==> src/rtl/id_ex_stage.sv <==
// ---------------------------------------------------------------------------
// id_ex_stage
//   Decode/issue stage feeding the ALU. Decodes a subset of RV32I into a 3-bit
//   ALU op, two operands and memory/writeback/branch controls, and holds the
//   result in a single-entry pipeline register with valid/ready handshakes on
//   both sides and a synchronous flush.
//
// Parameters
//   CNT_W          width of the optional performance counters
//   ILLEGAL_AS_NOP 1: out_illegal tracks the held entry only
//                  0: out_illegal is sticky until flush or rst
//
// Optional feature macro: ID_EX_PERF_CNT_EN (adds out_issue_cnt/out_stall_cnt)
//
// Ports
//   clk, rst                 clock, synchronous active-high reset
//   flush                    drop held entry, block capture this cycle
//   in_valid / in_ready      upstream handshake
//   in_instr, in_pc          instruction word and its PC
//   in_rs1_data, in_rs2_data register file read data
//   out_valid / out_ready    downstream handshake
//   out_alu_op .. out_illegal registered decode results
// ---------------------------------------------------------------------------
module id_ex_stage #(
   parameter int unsigned CNT_W          = 32,
   parameter bit          ILLEGAL_AS_NOP = 1'b1
) (
   input  logic        clk,
   input  logic        rst,
   input  logic        flush,
   input  logic        in_valid,
   output logic        in_ready,
   input  logic [31:0] in_instr,
   input  logic [31:0] in_pc,
   input  logic [31:0] in_rs1_data,
   input  logic [31:0] in_rs2_data,
   output logic        out_valid,
   input  logic        out_ready,
   output logic [2:0]  out_alu_op,
   output logic [31:0] out_operand1,
   output logic [31:0] out_operand2,
   output logic [31:0] out_store_data,
   output logic [31:0] out_imm,
   output logic [31:0] out_pc,
   output logic [4:0]  out_rd,
   output logic        out_reg_write,
   output logic        out_mem_read,
   output logic        out_mem_write,
   output logic        out_branch,
   output logic        out_illegal
`ifdef ID_EX_PERF_CNT_EN
   ,
   output logic [CNT_W-1:0] out_issue_cnt,
   output logic [CNT_W-1:0] out_stall_cnt
`endif
);

   localparam logic [6:0] OPC_R      = 7'b0110011;
   localparam logic [6:0] OPC_I      = 7'b0010011;
   localparam logic [6:0] OPC_LOAD   = 7'b0000011;
   localparam logic [6:0] OPC_STORE  = 7'b0100011;
   localparam logic [6:0] OPC_BRANCH = 7'b1100011;
   localparam logic [6:0] OPC_LUI    = 7'b0110111;
   localparam logic [6:0] OPC_AUIPC  = 7'b0010111;

   localparam logic [2:0] ALU_ADD = 3'b000;
   localparam logic [2:0] ALU_SUB = 3'b001;
   localparam logic [2:0] ALU_AND = 3'b010;
   localparam logic [2:0] ALU_OR  = 3'b011;
   localparam logic [2:0] ALU_XOR = 3'b100;
   localparam logic [2:0] ALU_SLT = 3'b101;
   localparam logic [2:0] ALU_BEQ = 3'b111;

   typedef struct packed {
      logic [2:0]  alu_op;
      logic [31:0] op1;
      logic [31:0] op2;
      logic [31:0] store_data;
      logic [31:0] imm;
      logic [31:0] pc;
      logic [4:0]  rd;
      logic        reg_write;
      logic        mem_read;
      logic        mem_write;
      logic        branch;
      logic        illegal;
   } entry_t;

   logic [6:0]  opcode;
   logic [2:0]  funct3;
   logic [6:0]  funct7;
   logic [4:0]  rd_field;
   logic [31:0] imm_i, imm_s, imm_b, imm_u;

   assign opcode   = in_instr[6:0];
   assign funct3   = in_instr[14:12];
   assign funct7   = in_instr[31:25];
   assign rd_field = in_instr[11:7];
   assign imm_i    = {{20{in_instr[31]}}, in_instr[31:20]};
   assign imm_s    = {{20{in_instr[31]}}, in_instr[31:25], in_instr[11:7]};
   assign imm_b    = {{19{in_instr[31]}}, in_instr[31], in_instr[7],
                      in_instr[30:25], in_instr[11:8], 1'b0};
   assign imm_u    = {in_instr[31:12], 12'h000};

   entry_t raw;
   entry_t dec;
   entry_t entry_q, entry_d;
   logic   valid_q, valid_d;
   logic   capture;

   // Raw decode by opcode; raw.illegal flags anything outside the subset.
   always_comb begin
      raw         = '0;
      raw.pc      = in_pc;
      raw.illegal = 1'b0;
      case (opcode)
         OPC_R: begin
            raw.op1       = in_rs1_data;
            raw.op2       = in_rs2_data;
            raw.rd        = rd_field;
            raw.reg_write = 1'b1;
            case (funct3)
               3'b000: begin
                  if (funct7 == 7'b0000000) begin
                     raw.alu_op = ALU_ADD;
                  end else if (funct7 == 7'b0100000) begin
                     raw.alu_op = ALU_SUB;
                  end else begin
                     raw.illegal = 1'b1;
                  end
               end
               3'b111: begin raw.alu_op = ALU_AND; raw.illegal = (funct7 != 7'b0000000); end
               3'b110: begin raw.alu_op = ALU_OR;  raw.illegal = (funct7 != 7'b0000000); end
               3'b100: begin raw.alu_op = ALU_XOR; raw.illegal = (funct7 != 7'b0000000); end
               3'b010: begin raw.alu_op = ALU_SLT; raw.illegal = (funct7 != 7'b0000000); end
               default: raw.illegal = 1'b1;   // shifts, SLTU
            endcase
         end
         OPC_I: begin
            raw.op1       = in_rs1_data;
            raw.op2       = imm_i;
            raw.imm       = imm_i;
            raw.rd        = rd_field;
            raw.reg_write = 1'b1;
            case (funct3)
               3'b000:  raw.alu_op = ALU_ADD;
               3'b100:  raw.alu_op = ALU_XOR;
               3'b110:  raw.alu_op = ALU_OR;
               3'b111:  raw.alu_op = ALU_AND;
               3'b010:  raw.alu_op = ALU_SLT;
               default: raw.illegal = 1'b1;   // shifts, SLTIU
            endcase
         end
         OPC_LOAD: begin
            if (funct3 == 3'b010) begin
               raw.op1       = in_rs1_data;
               raw.op2       = imm_i;
               raw.imm       = imm_i;
               raw.rd        = rd_field;
               raw.reg_write = 1'b1;
               raw.mem_read  = 1'b1;
            end else begin
               raw.illegal = 1'b1;
            end
         end
         OPC_STORE: begin
            if (funct3 == 3'b010) begin
               raw.op1        = in_rs1_data;
               raw.op2        = imm_s;
               raw.imm        = imm_s;
               raw.store_data = in_rs2_data;
               raw.mem_write  = 1'b1;
            end else begin
               raw.illegal = 1'b1;
            end
         end
         OPC_BRANCH: begin
            if (funct3 == 3'b000) begin
               raw.alu_op = ALU_BEQ;
               raw.op1    = in_rs1_data;
               raw.op2    = in_rs2_data;
               raw.imm    = imm_b;
               raw.branch = 1'b1;
            end else begin
               raw.illegal = 1'b1;
            end
         end
         OPC_LUI: begin
            raw.op2       = imm_u;
            raw.imm       = imm_u;
            raw.rd        = rd_field;
            raw.reg_write = 1'b1;
         end
         OPC_AUIPC: begin
            raw.op1       = in_pc;
            raw.op2       = imm_u;
            raw.imm       = imm_u;
            raw.rd        = rd_field;
            raw.reg_write = 1'b1;
         end
         default: raw.illegal = 1'b1;
      endcase
   end

   // Illegal encodings collapse to an all-zero bubble; writes to x0 are dropped.
   always_comb begin
      dec = raw;
      if (raw.illegal) begin
         dec         = '0;
         dec.pc      = in_pc;
         dec.illegal = 1'b1;
      end else begin
         dec.reg_write = raw.reg_write & (raw.rd != 5'd0);
      end
   end

   assign in_ready = (~valid_q | out_ready) & ~flush;
   assign capture  = in_valid & in_ready;

   // Pipeline register next state: flush beats capture beats consume.
   always_comb begin
      entry_d = entry_q;
      valid_d = valid_q;
      if (flush) begin
         valid_d         = 1'b0;
         entry_d.illegal = 1'b0;
      end else if (capture) begin
         entry_d = dec;
         valid_d = 1'b1;
         if (ILLEGAL_AS_NOP) begin
            entry_d.illegal = dec.illegal;
         end else begin
            entry_d.illegal = entry_q.illegal | dec.illegal;
         end
      end else if (out_ready) begin
         valid_d = 1'b0;
      end else begin
         valid_d = valid_q;
      end
   end

   // Pipeline register with synchronous reset.
   always_ff @(posedge clk) begin
      if (rst) begin
         entry_q <= '0;
         valid_q <= 1'b0;
      end else begin
         entry_q <= entry_d;
         valid_q <= valid_d;
      end
   end

   assign out_valid      = valid_q;
   assign out_alu_op     = entry_q.alu_op;
   assign out_operand1   = entry_q.op1;
   assign out_operand2   = entry_q.op2;
   assign out_store_data = entry_q.store_data;
   assign out_imm        = entry_q.imm;
   assign out_pc         = entry_q.pc;
   assign out_rd         = entry_q.rd;
   assign out_reg_write  = entry_q.reg_write;
   assign out_mem_read   = entry_q.mem_read;
   assign out_mem_write  = entry_q.mem_write;
   assign out_branch     = entry_q.branch;
   assign out_illegal    = entry_q.illegal;

`ifdef ID_EX_PERF_CNT_EN
   logic [CNT_W-1:0] issue_cnt_q, issue_cnt_d;
   logic [CNT_W-1:0] stall_cnt_q, stall_cnt_d;

   // Counter next state; both wrap naturally and ignore flush.
   always_comb begin
      if (valid_q && out_ready) begin
         issue_cnt_d = issue_cnt_q + CNT_W'(1);
      end else begin
         issue_cnt_d = issue_cnt_q;
      end
      if (in_valid && !in_ready) begin
         stall_cnt_d = stall_cnt_q + CNT_W'(1);
      end else begin
         stall_cnt_d = stall_cnt_q;
      end
   end

   // Counter registers, cleared by rst only.
   always_ff @(posedge clk) begin
      if (rst) begin
         issue_cnt_q <= '0;
         stall_cnt_q <= '0;
      end else begin
         issue_cnt_q <= issue_cnt_d;
         stall_cnt_q <= stall_cnt_d;
      end
   end

   assign out_issue_cnt = issue_cnt_q;
   assign out_stall_cnt = stall_cnt_q;
`endif

endmodule

==> config.mk <==
export PLATFORM = sky130hd
export DESIGN_NAME = id_ex_stage
export DESIGN_NICKNAME = d
export VERILOG_FILES = /design/src/rtl/id_ex_stage.sv
export SDC_FILE = /design/constraint.sdc
export NUM_CORES = 1
export LEC_CHECK = 0
export ABC_AREA = 1
export ABC_CLOCK_PERIOD_IN_PS = 1750
export CAP_MARGIN = 25
export CORE_ASPECT_RATIO = 1.75
export CORE_MARGIN = 1.5
export CORE_UTILIZATION = 42
export CTS_CLUSTER_SIZE = 8
export DETAILED_ROUTE_END_ITERATION = 8
export PLACE_DENSITY = 0.77
export SLEW_MARGIN = 20
export SYNTH_ARGS = -nofsm -noshare
export SYNTH_HDL_FRONTEND = slang
export SYNTH_SLANG_ARGS = --single-unit
==> constraint.sdc <==
create_clock -name clk -period 1.75 [get_ports clk]
set_clock_uncertainty 0.15 [all_clocks]
set_input_delay 0.35 -clock clk [delete_from_list [all_inputs] [get_ports clk]]
set_output_delay 0.35 -clock clk [all_outputs]
set_load 0.03 [all_outputs]
**Word level (Yosys, flattened, before mapping)**

Cells that the tools add are included.

- Input bits: 133
- Bits in registers: 174
- Logic and storage cells: 77
- Output and inout port bits: 175

- Reductions and logical operators: 13
- Bitwise operators: 6
- Multiplexer cells: 33
- Equal/unequal tests: 12

Operators with widths:

| cell | number |
|---|---|
| 32-bit one-hot mux with 5 select lines | 2 |
| 32-bit one-hot mux with 6 select lines | 1 |
| 168-bit 2-to-1 mux | 1 |
| 128-bit 2-to-1 mux | 1 |
| 32-bit 2-to-1 mux | 3 |
| 67-bit 2-to-1 mux | 1 |
| 64-bit 2-to-1 mux | 1 |
| 7-bit by 6-bit equality test with 1-bit output, second input constant | 4 |
| 1-bit 2-to-1 mux | 15 |
| 3-bit one-hot mux with 5 select lines | 1 |
| 7-bit by 5-bit equality test with 1-bit output, second input constant | 2 |
| 3-bit one-hot mux with 4 select lines | 1 |
| 6-bit one-hot mux with 2 select lines | 1 |
| 3-bit equality test, second input constant | 3 |
| 3-bit one-hot mux with 3 select lines | 1 |
| 2-bit OR reduction | 4 |
| 4-bit OR reduction | 2 |
| 7-bit by 2-bit equality test with 1-bit output, second input constant | 1 |
| 7-bit equality test, second input constant | 1 |
| 7-bit zero test | 1 |
| 7-bit 2-to-1 mux | 1 |
| 7-bit nonzero test | 1 |
| 1-bit one-hot mux with 5 select lines | 1 |
| 5-bit nonzero test | 1 |
| other kinds (10) | 13 |

**Logic depth before layout (Yosys ltp)**

- Depth in word-level cells: 6
- Mapped depth: 13
- Mapped depth without buffers: 11

**Worst setup path after synthesis**

No wires, ideal clock.

- Kind: register to register
- Start point: reg valid_q, in the netlist out_valid
- End point: reg entry_q, in the netlist out_operand1[0]
- Data required time: 1.468 ns
- Arrival time: 1.650 ns
- Period minus slack after synthesis: 1.933 ns
- Cell stages (with the launch flop): 9
- Slack: -0.183 ns
- Path buffers: 2
- Setup time: 0.132 ns
- Cells stage by stage: dfxtp_1 > inv_1 > nor2_1 > nor3_1 > clkinv_1 > clkbuf_1 > clkbuf_1 > nand2_1 > a21oi_1

- Longest elaborated chain between the ends: 5

Ends and longest elaborated chain:

| element | RTL line | source |
|---|---|---|
| start: declaration | 108 | `logic valid_q, valid_d;` |
| start signal: assignment | 249 | `valid_q <= valid_d;` |
| 1-bit inverter | 217 | `assign in_ready = (~valid_q \| out_ready) & ~flush;` |
| 1-bit OR | 217 |  |
| 1-bit bitwise AND | 217 |  |
| 1-bit bitwise AND | 218 | `assign capture = in_valid & in_ready;` |
| 2-bit AND reduction (no source line) | n/a |  |
| end signal: assignment | 248 | `entry_q <= entry_d;` |
| end: declaration | 107 | `entry_t entry_q, entry_d;` |

No other way between the ends.
A chain may end at the register's enable or synchronous reset.

**Worst setup path in the final report**

- Start point: reg entry_q, in the netlist out_imm[1]
- End point: out out_imm[1]

RTL lines:

| element | RTL line | source |
|---|---|---|
| end: declaration | 43 | `output logic [31:0] out_imm,` |

No word-level cell between the ends.

==> impl_metrics.yaml <==
status:
  status: "complete, no violations"
timing:
  setup_violations: 0
  hold_viol: 0
  relSlewSlack_pct: 67.08
  fin_crit_ns: 1.732
  rsz0062_at_grt: "yes"
  tightest_slew_ns: 0.4938
  drv_slew: 0
  whs_ns: 0.04909
  min_period_over_period_pct: 98.97
  fmax_mhz: 577.4
  layout_setup_ws_ns: 0.01802
power:
  intPower_mw: 6.726
  seqPwrFrac_pct: 44.0
  power_frac_comb_pct: 14.9
  p_switching_mw: 2.443
  powerDensity_nw_per_um2: 623.7
  swShare_pct: 26.64
  peakVddDrop_mv: 0.5006
  p_clk_share_pct: 41.1
  leakagePower_nw: 6.987
layout:
  final_layout_size_suffix_gt1_share_pct: 15.27
  synthToLayoutAreaGrowth_pct: 56.06
  final_cell_mix: "nand2_1, nand3_1, dfxtp_1"
  multi_input_area_um2: 5469
  layout_commonest_cell: "nand2_1"
  seqCellArea_um2: 3485
  final_cell_count_no_fill: 2171
  fin_util_pct: 66.62
  finalNetCount: 1994
  num-fill-cells: 1965
global_routing:
  grt_start_max_net_pins: 56
  grt_pass1_wl_um: 60260
  track_usage_pct: 33.32
  antenna_found_initial: 2
  grt_pass1_vias: 11520
  overflow: 0
synthesis:
  syn-num-nets: 1653
  avgSynthCellArea_um2: 6.198
  syn_area_um2: 9422
  ys_warn_count: 0
  synthArstFlopShare_pct: 0
  ys_seq_elements: 174
  synth_edf_count: 0
  synth_ff_type: "dfxtp_1"
  ys_types: 24
  ys_seq_area_share_pct: 36.97
  synth_top_cell_by_area: "dfxtp_1"
  synthCells: 1520
  netlist_top_cells_area: "dfxtp_1, nand2_1, nand3_1"
  netlist.area_leader.share_pct: 36.97
worst_setup_path:
  critPathMaxStageDelay_ns: 0.41
  critPathKind: "flip-flop to output pin"
  crit_family: "buffers and inverters"
  cp_cell_sequence: "dlygate4sd2_1"
  crit_buf_inv: 1
  end_kind: "output pin"
  slowest_stage: "dlygate4sd2_1"
  crit_required_ns: 1.25
  path_max_fanout: 2
  crit_arrival_ns: 1.23
  startpoint_type: "flip-flop"
route:
  ant_nets: 0
  via_per_inst: 5.537
  vias: 12020
  firstDrtPassIters: 5
  wl_met3_um: 2963
  wl_um: 39680
  wl_met2_um: 20170
  avgRoutedWirePerCell_um: 18.28
  met1_length_um: 13290
  drcViolationCount: 0
  drt_iter0_markers: 1002
  maxUsedRoutingLayer: "met4"
clocking:
  cts_tree: "yes"
  holdBufCountCts: 0
  clk_path_buf_depth: 2
  clk_latency_ns: 0.44
  cts_buffers: 17
  cts.clk_slew.worst_paths_ns: 0.06
  cts-htree-levels: 4
  cts_num_sinks: 174
  clockRootBuffer: "clkbuf_16"
floorplanning:
  rows: 72
  die-area_um2: 23380
  die_h_um: 201.1
  core_area_um2: 22070
  io_pins: 308
  initial_core_util_pct: 42.69
  dieWidth_um: 116.2
placement:
  io_buffers: 307
  dpl.cell_count: 2112
  dp_hpwl_um: 26790
  place.gp.congestion: 0.9328
  post-place-ws_ns: -0.7662
run:
  cap_violations: 0
hold_path:
  hold_class: "primary input to flip-flop"
[repair_timing]
action	in CTS	in global routing
setup endpoints to repair	295	181
setup buffers	10	8
hold endpoints to repair	0	0
cloned	8	5
pin swaps	28	32
resized for setup	247	105
[path summary, 6_finish.rpt]
kind	start	to	slack, ns	cells past startpoint
setup reg to reg	out_valid	out_imm[14]	0.03	9
setup / recovery	out_imm[1]	out_imm[1]	0.02	1
hold reg to reg	out_store_data[6]	out_store_data[6]	0.31	2
hold / removal	rst	out_operand2[18]	0.05	2
[synthesized netlist by cell type, drive strengths merged, types with 2 or more instances]
| cell type | number |
|---|---|
| nand2 | 451 |
| nand3 | 243 |
| dfxtp | 174 |
| nor2 | 164 |
| a21oi | 162 |
| inv | 86 |
| clkbuf | 72 |
| buf | 50 |
| o21ai | 43 |
| nand4 | 32 |
| o21bai | 32 |
| clkinv | 3 |
| nor3 | 3 |
| o211ai | 2 |
[area by class of cell]
cell class | instances | area share, %
repair buffers | 444 | 30.34
clock buffers | 21 | 3.064
clock inverters | 10 | 0.7829
inverters | 89 | 2.366
flip-flops and latches | 174 | 23.70
diodes | 2 | 0.03404
well taps | 296 | 2.519
multi-input cells | 1135 | 37.20
[cells by family after synthesis]
group,share of synthesized area [%]
AO/OA/AOI/OAI,13.82
buffers and inverters,9.057
AND/OR/NAND/NOR,40.15
flip-flops,36.97
[registers in the layout, indices dropped and copies added (netlist names)]
name and count:
out_store_data 32, out_operand1 32, out_mem_read 1, out_imm 32
out_branch 1, out_mem_write 1, out_alu_op 3, out_reg_write 1
out_illegal 1, out_valid 1, out_operand2 32, out_rd 5
out_pc 32
[through the flow]
stage / setup TNS, ns / cell area [µm²] / total power [mW]
after floorplan: 0 / 9454 / 4.628
after global placement: -97.83 / 13500 / 5.379
after detailed placement: -98.65 / 13500 / 5.386
after CTS: -0.07317 / 14400 / 9.150
after global routing: -0.5498 / 14700 / 9.431
final: 0 / 14700 / 9.169
[power by group through the flow]
stage,Combinational (mW),Sequential (mW),Clock (mW)
final,1.37,4.04,3.77
after detailed placement,1.26,4.13,0
after global placement,1.25,4.13,0
after floorplan,0.395,4.23,0
after CTS,1.29,4.04,3.82
after global routing,1.44,4.04,3.95
[per-layer routing]
| layer | global-route usage (%) | vias up |
|---|---|---|
| met4 | 25.96 | 0 |
| met2 | 57.44 | 651 |
| met5 | 0 | - |
| li1 | - | 5649 |
| met3 | 6.566 | 202 |
| met1 | 34.45 | 5519 |
(Power assumes the default switching activity.)
